## src/rtl/soc_mem_pkg.sv

```systemverilog
// Shared definitions for the RAM-port DMA initiator: FSM encoding, command
// modes and write-mask constants.
package soc_mem_pkg;

    // Operation sequencer states.
    typedef enum logic [1:0] {
        ST_IDLE = 2'd0,
        ST_RD   = 2'd1,
        ST_WR   = 2'd2,
        ST_DONE = 2'd3
    } dma_state_e;

    // Command mode encoding, as presented on mode_i.
    localparam logic MODE_COPY = 1'b0;
    localparam logic MODE_FILL = 1'b1;

    // Write masks are active-high "do not write" bits. They are sized for the
    // widest supported word and sliced down by the user.
    localparam int                        MAX_WORD_WIDTH = 32;
    localparam logic [MAX_WORD_WIDTH-1:0] MASK_ALL_WRITE = '0;
    localparam logic [MAX_WORD_WIDTH-1:0] MASK_NONE      = '1;

endpackage

```

## src/rtl/soc_mem_dma_if.sv

```systemverilog
// RAM port bus seen by an initiator (master) and by the RAM (slave).
// Signal names keep the initiator's point of view so they line up with the
// DMA's documented port list.
interface soc_mem_dma_if #(
    parameter int ADDR_WIDTH = 9,
    parameter int WORD_WIDTH = 16
);

    logic                  grant_i;
    logic                  sel_o;
    logic                  read_o;
    logic                  write_o;
    logic [ADDR_WIDTH-1:0] addr_o;
    logic [WORD_WIDTH-1:0] mask_o;
    logic [WORD_WIDTH-1:0] data_o;
    logic [WORD_WIDTH-1:0] data_i;

    modport master (
        input  grant_i,
        input  data_i,
        output sel_o,
        output read_o,
        output write_o,
        output addr_o,
        output mask_o,
        output data_o
    );

    modport slave (
        input  grant_i,
        input  sel_o,
        input  read_o,
        input  write_o,
        input  addr_o,
        input  mask_o,
        input  data_o,
        output data_i
    );

endinterface

```

## src/rtl/soc_mem_dma.sv

```systemverilog
// Block-copy / block-fill initiator for the on-chip RAM port.
// A copy alternates one read and one write per word; a fill issues writes
// back to back. Every bus cycle waits for grant_i, and a denied cycle freezes
// the whole block so the arbiter can stall it for any length of time.
module soc_mem_dma
    import soc_mem_pkg::*;
#(
    parameter int ADDR_WIDTH = 9,
    parameter int WORD_WIDTH = 16,   // 8, 16 or 32 to match the RAM instance
    parameter int LEN_WIDTH  = 10
) (
    input  logic                  clk_i,
    input  logic                  rstn_i,
    input  logic                  start_i,
    input  logic                  mode_i,
    input  logic [ADDR_WIDTH-1:0] src_addr_i,
    input  logic [ADDR_WIDTH-1:0] dst_addr_i,
    input  logic [LEN_WIDTH-1:0]  len_i,
    input  logic [WORD_WIDTH-1:0] fill_data_i,
    output logic                  busy_o,
    output logic                  done_o,
    soc_mem_dma_if.master         bus
);

    localparam logic [WORD_WIDTH-1:0] MASK_WR   = MASK_ALL_WRITE[WORD_WIDTH-1:0];
    localparam logic [WORD_WIDTH-1:0] MASK_IDLE = MASK_NONE[WORD_WIDTH-1:0];

    dma_state_e            state_q;
    dma_state_e            state_d;

    logic                  mode_q;
    logic [ADDR_WIDTH-1:0] src_q;
    logic [ADDR_WIDTH-1:0] dst_q;
    logic [LEN_WIDTH-1:0]  remain_q;
    logic [WORD_WIDTH-1:0] pattern_q;
    logic [WORD_WIDTH-1:0] rd_data_q;
    logic                  first_wr_q;   // data_i holds the word read last cycle

    logic                  bus_req;
    logic                  accept;
    logic                  last_word;

    assign bus_req   = (state_q == ST_RD) || (state_q == ST_WR);
    assign accept    = bus_req && bus.grant_i;
    assign last_word = (remain_q == LEN_WIDTH'(1));
    assign busy_o    = (state_q != ST_IDLE);

    // State register.
    always_ff @(posedge clk_i or negedge rstn_i) begin
        if (!rstn_i) begin
            state_q <= ST_IDLE;
        end else begin
            // NOTE: sequential state uses non-blocking assignment so every
            // flop samples pre-edge values regardless of process order.
            state_q <= state_d;
        end
    end

    // Next-state logic: a denied bus cycle simply keeps the current state.
    always_comb begin
        // NOTE: default first so every path assigns state_d and no latch
        // is inferred.
        state_d = state_q;
        unique case (state_q)
            ST_IDLE: begin
                if (start_i) begin
                    if (len_i == '0) begin
                        state_d = ST_DONE;
                    end else if (mode_i == MODE_FILL) begin
                        state_d = ST_WR;
                    end else begin
                        state_d = ST_RD;
                    end
                end
            end
            ST_RD: begin
                if (accept) begin
                    state_d = ST_WR;
                end
            end
            ST_WR: begin
                if (accept) begin
                    if (last_word) begin
                        state_d = ST_DONE;
                    end else if (mode_q == MODE_COPY) begin
                        state_d = ST_RD;
                    end
                end
            end
            ST_DONE: begin
                state_d = ST_IDLE;
            end
            default: begin
                state_d = ST_IDLE;
            end
        endcase
    end

    // Bus outputs decoded from state and pointers; idle outside RD/WR.
    always_comb begin
        bus.sel_o   = 1'b0;
        bus.read_o  = 1'b0;
        bus.write_o = 1'b0;
        bus.addr_o  = '0;
        bus.mask_o  = MASK_IDLE;
        bus.data_o  = '0;
        if (state_q == ST_RD) begin
            bus.sel_o  = 1'b1;
            bus.read_o = 1'b1;
            bus.addr_o = src_q;
        end else if (state_q == ST_WR) begin
            bus.sel_o   = 1'b1;
            bus.write_o = 1'b1;
            bus.addr_o  = dst_q;
            bus.mask_o  = MASK_WR;
            if (mode_q == MODE_FILL) begin
                bus.data_o = pattern_q;
            end else if (first_wr_q) begin
                // Read data arrives this cycle; forward it without waiting.
                bus.data_o = bus.data_i;
            end else begin
                // Stalled write: data_i may now belong to another master.
                bus.data_o = rd_data_q;
            end
        end
    end

    // Command latch, address pointers, word counter and read-data capture.
    always_ff @(posedge clk_i or negedge rstn_i) begin
        if (!rstn_i) begin
            mode_q     <= MODE_COPY;
            src_q      <= '0;
            dst_q      <= '0;
            remain_q   <= '0;
            pattern_q  <= '0;
            rd_data_q  <= '0;
            first_wr_q <= 1'b0;
        end else begin
            first_wr_q <= (state_q == ST_RD) && accept;
            if (first_wr_q) begin
                rd_data_q <= bus.data_i;
            end
            unique case (state_q)
                ST_IDLE: begin
                    if (start_i) begin
                        mode_q    <= mode_i;
                        src_q     <= src_addr_i;
                        dst_q     <= dst_addr_i;
                        remain_q  <= len_i;
                        pattern_q <= fill_data_i;
                    end
                end
                ST_RD: begin
                    if (accept) begin
                        src_q <= src_q + ADDR_WIDTH'(1);
                    end
                end
                ST_WR: begin
                    if (accept) begin
                        dst_q    <= dst_q + ADDR_WIDTH'(1);
                        remain_q <= remain_q - LEN_WIDTH'(1);
                    end
                end
                default: ;
            endcase
        end
    end

    // Completion pulse, one cycle after the DONE state.
    always_ff @(posedge clk_i or negedge rstn_i) begin
        if (!rstn_i) begin
            done_o <= 1'b0;
        end else begin
            done_o <= (state_q == ST_DONE);
        end
    end

endmodule

```

## src/flat_wrapper.sv

```systemverilog
// flat-port wrapper written by rule: the top's interface ports become plain ports
module soc_mem_dma_flat import soc_mem_pkg::*;
#(
    parameter int ADDR_WIDTH = 9,
    parameter int WORD_WIDTH = 16,                                           
    parameter int LEN_WIDTH  = 10
)
  (clk_i, rstn_i, start_i, mode_i, src_addr_i, dst_addr_i, len_i, fill_data_i, busy_o, done_o, bus_grant_i, bus_data_i, bus_sel_o, bus_read_o, bus_write_o, bus_addr_o, bus_mask_o, bus_data_o);
  soc_mem_dma_if #(.ADDR_WIDTH(ADDR_WIDTH), .WORD_WIDTH(WORD_WIDTH)) bus_i ();
  input  logic clk_i;
  input  logic rstn_i;
  input  logic start_i;
  input  logic mode_i;
  input  logic [ADDR_WIDTH-1:0] src_addr_i;
  input  logic [ADDR_WIDTH-1:0] dst_addr_i;
  input  logic [LEN_WIDTH-1:0] len_i;
  input  logic [WORD_WIDTH-1:0] fill_data_i;
  output logic busy_o;
  output logic done_o;
  input wire logic [$bits(bus_i.grant_i)-1:0] bus_grant_i;
  input wire logic [$bits(bus_i.data_i)-1:0] bus_data_i;
  output wire logic [$bits(bus_i.sel_o)-1:0] bus_sel_o;
  output wire logic [$bits(bus_i.read_o)-1:0] bus_read_o;
  output wire logic [$bits(bus_i.write_o)-1:0] bus_write_o;
  output wire logic [$bits(bus_i.addr_o)-1:0] bus_addr_o;
  output wire logic [$bits(bus_i.mask_o)-1:0] bus_mask_o;
  output wire logic [$bits(bus_i.data_o)-1:0] bus_data_o;
  assign bus_i.grant_i = bus_grant_i;
  assign bus_i.data_i = bus_data_i;
  assign bus_sel_o = bus_i.sel_o;
  assign bus_read_o = bus_i.read_o;
  assign bus_write_o = bus_i.write_o;
  assign bus_addr_o = bus_i.addr_o;
  assign bus_mask_o = bus_i.mask_o;
  assign bus_data_o = bus_i.data_o;
  soc_mem_dma #(.ADDR_WIDTH(ADDR_WIDTH), .WORD_WIDTH(WORD_WIDTH), .LEN_WIDTH(LEN_WIDTH)) u_core (.clk_i(clk_i), .rstn_i(rstn_i), .start_i(start_i), .mode_i(mode_i), .src_addr_i(src_addr_i), .dst_addr_i(dst_addr_i), .len_i(len_i), .fill_data_i(fill_data_i), .busy_o(busy_o), .done_o(done_o), .bus(bus_i));
endmodule
```

## config.mk

```make
export PLATFORM = sky130hd
export DESIGN_NAME = soc_mem_dma_flat
export DESIGN_NICKNAME = d
export VERILOG_FILES = /design/src/rtl/soc_mem_pkg.sv /design/src/rtl/soc_mem_dma_if.sv /design/src/rtl/soc_mem_dma.sv /design/src/flat_wrapper.sv
export SDC_FILE = /design/constraint.sdc
export NUM_CORES = 1
export LEC_CHECK = 0
export BUFFER_PORTS_ARGS = -buffer_cell sky130_fd_sc_hd__buf_2
export CAP_MARGIN = 20
export CORE_ASPECT_RATIO = 1.25
export CORE_MARGIN = 4
export CORE_UTILIZATION = 47
export CTS_CLUSTER_SIZE = 10
export DETAILED_ROUTE_END_ITERATION = 8
export GPL_ROUTABILITY_DRIVEN = 0
export HOLD_SLACK_MARGIN = 0.05
export PLACE_DENSITY = 0.77
export REMOVE_ABC_BUFFERS = 1
export SYNTH_ARGS = -nofsm -noshare
export SYNTH_HDL_FRONTEND = slang
export SYNTH_SLANG_ARGS = --single-unit
```

## constraint.sdc

```tcl
create_clock -name clk_i -period 2.1 [get_ports clk_i]
set_clock_uncertainty 0.15 [all_clocks]
set_input_delay 0.105 -clock clk_i [delete_from_list [all_inputs] [get_ports clk_i]]
set_output_delay 0.105 -clock clk_i [all_outputs]
set_load 0.005 [all_outputs]
```

==> flow_summary.ini <==
[clock_network]
numCtsBuffers = 9
cts_tree = done
h-tree-depth = 3
cts.sinks = 65
clock_path_buffers = 2
path_clk_slew_ns = 0.08
insertion_delay_ns = 0.34
cts_root_buf = clkbuf_8

[route]
viasPerCell = 5.467
wl_met2_um = 5348
drtIter0Drc = 215
wl_met1_um = 4409
vias = 3641
wl_um = 10650
drt_pass1_iterations = 4
wl_per_cell_um = 15.99
wl_met3_um = 688
drcViolationCount = 0
ant_nets = 0
maxUsedRoutingLayer = met4

[setup_path]
critPathCapture = bus_data_o[1]
slowest_delay_ns = 0.41
crit-reg2reg-launch = u_core.state_q[1]
r2r-end = u_core.remain_q[3]
crit_path_start_kind = flop
critical_path_class = flop to primary output
path_buf_inv = 3
cp_max_fo = 17
end_kind = primary output
crit_required_ns = 1.85
r2r_cells = 8
slowest_stage = dfrtp_1
r2r_setup_slack_ns = 0.11
startpoint = u_core.state_q[0]
worstPathCellList = buf_4 -> ha_4 -> nand2b_1 -> buf_6 -> nor3_1 -> buf_2
path_depth = 6
crit_arrival_ns = 1.76
cp_top_family = buffers and inverters

[die]
rows = 36
pin_count = 111
die_area_mm2 = 0.009501
core_mm2 = 0.007792
die_h_um = 108.0
initial_core_util = 0.4823
dieWidth_um = 87.99

[logic_synthesis]
syn_inst = 399
synth_area_leaders = dfrtp_1, mux2_2, o21ai_0, buf_4, nor2b_1
ys_types = 44
async_flop_share = 1.000
ys_ff_latch = 65
yosys.area.top_type = dfrtp_1
synth-seq-area-share = 0.4328
syn_area_mm2 = 0.003759
ys_warn_count = 0
synthTopCellsByCount = dfrtp_1, mux2_2, nand2_1
synth.most_common_cell = dfrtp_1
synth-edff-count = 0
synth_area_per_cell_um2 = 9.420
ys.flop_type = dfrtp_1
yosysTopAreaCellShare = 0.4328

[layout]
layout-drive-gt1-share = 0.3485
layout.nets = 640
areaGrowthSynthToFinish_pct = 41.44
nFillCells = 577
antenna_cells = 0

[power]
irDropWorstVdd_uv = 817.2
p_leak_nw = 2.383
p_per_area_mw_per_mm2 = 1440

[global_routing]
grt_pass1_wl_um = 16930
antenna_found_initial = 0
grt_max_degree = 55
groute.usage.overall = 0.2271
grt.overflow.total = 0
first_global_vias = 3637

[hold_path]
hold_path_class = input port to asynchronous set/reset pin

[timing]
hold_violations = 0
worstMarginPinSlew_ns = 0.5411
slew_headroom = 0.6369
rsz0062_at_grt = true
fin_crit_sh = 0.9595
setup_tns_ns = 0
finalSetupViolations = 0
min_period_ns = 2.015
worst_slack_ns = 0.08511
clock.fmax_ghz = 0.4963
drv_slew = 0

[run_status]
run_status = complete, no violations

[place]
hpwl_um = 6674
place_ws_ns = -0.02380
numPortBuffers = 110

[flow_run]
maxCapViolCount = 0
## worst min-delay path by stage
stage / startpoint / end / slack (ns)
final: rstn_i / u_core.rd_data_q[15] / 0.21
after global routing: rstn_i / u_core.rd_data_q[15] / 0.23
after CTS: rstn_i / u_core.rd_data_q[15] / 0.14
after detailed placement: rstn_i / u_core.rd_data_q[12] / -0.14
after global placement: rstn_i / u_core.rd_data_q[12] / -0.15
after floorplan: rstn_i / u_core.done_o / -0.34
## sequential cells by signal, indices dropped and copies added (netlist names)
signal	flops
u_core.done_o	1
u_core.dst_q	9
u_core.first_wr_q	1
u_core.mode_q	1
u_core.pattern_q	16
u_core.rd_data_q	16
u_core.remain_q	10
u_core.src_q	9
u_core.state_q	2
## per-layer routing
metal,up-vias,track usage
met2,130,0.3939
li1,1743,-
met4,0,0.08114
met1,1750,0.2833
met3,18,0.03582
met5,-,0
## tightest hold or removal path, cell delays in order
cell	delay (ns)
dlygate4sd3_1	0.55
buf_2	0.15
buf_12	0.29
## power breakdown
group	total, mW	leakage (nW)	switching [mW]	internal [mW]
clock	1.06	0.0847	0.508	0.550
combinational	4.15	1.53	2.12	2.04
sequential	2.45	0.767	0.546	1.90
total	7.66	2.38	3.17	4.49
## metrics by stage
stage | power (mW) | std cells | util | hold WS (ns) | area (um^2)
after global placement | 5.973 | 581 | 0.5576 | -0.1460 | 4345
after detailed placement | 6.161 | 581 | 0.5576 | -0.1440 | 4345
after floorplan | 4.763 | 359 | - | -0.3406 | 3536
final | 7.657 | 666 | 0.6822 | 0.2075 | 5316
after global routing | 8.277 | 666 | 0.6822 | 0.2312 | 5316
after CTS | 7.407 | 662 | 0.6696 | 0.1443 | 5218
## cell usage in the layout (no fill, tap or decap), types with 9 or more instances in the layout
cell           count
o21ai_0           25
nor2b_1           19
dfrtp_1           65
buf_4             15
nand3_1            9
clkbuf_8           9
dlygate4sd3_1     64
nor2_1            27
nor3_1            20
nand2_1           31
o22ai_1           15
mux2_2            34
buf_2            111
a21oi_1           19
## final cells by class
cell class              instances  area, um^2  share of cell area
repair buffers                196        1394              0.2622
flip-flops and latches         65        1627              0.3060
multi-input cells             285        1947              0.3662
well taps                      95       118.9             0.02236
clock inverters                 6       68.82             0.01294
clock buffers                  10       127.6             0.02401
inverters                       9       33.78            0.006354
## logic make-up (layout without fill, tap and decap cells)
kind of cell | after synthesis | count (layout) | synth area share
adders and majority gates | 9 | 9 | 0.02996
muxes | 37 | 37 | 0.1099
DFF | 65 | 65 | 0.4328
buffers and inverters | 49 | 221 | 0.06824
and+or+nand+nor | 147 | 147 | 0.2074
AOI/OAI and AO/OA | 92 | 92 | 0.1518
## what timing repair did
action | CTS | global route
setup endpoints to repair | 25 | 63
gates resized for setup | 7 | 19
pin swaps | 0 | 0
hold endpoints to repair | 128 | 0
buffers inserted | 1 | 3
gates cloned | 0 | 1
hold buffers | 64 | 0
No activity file was read; power rests on OpenSTA's default activity.
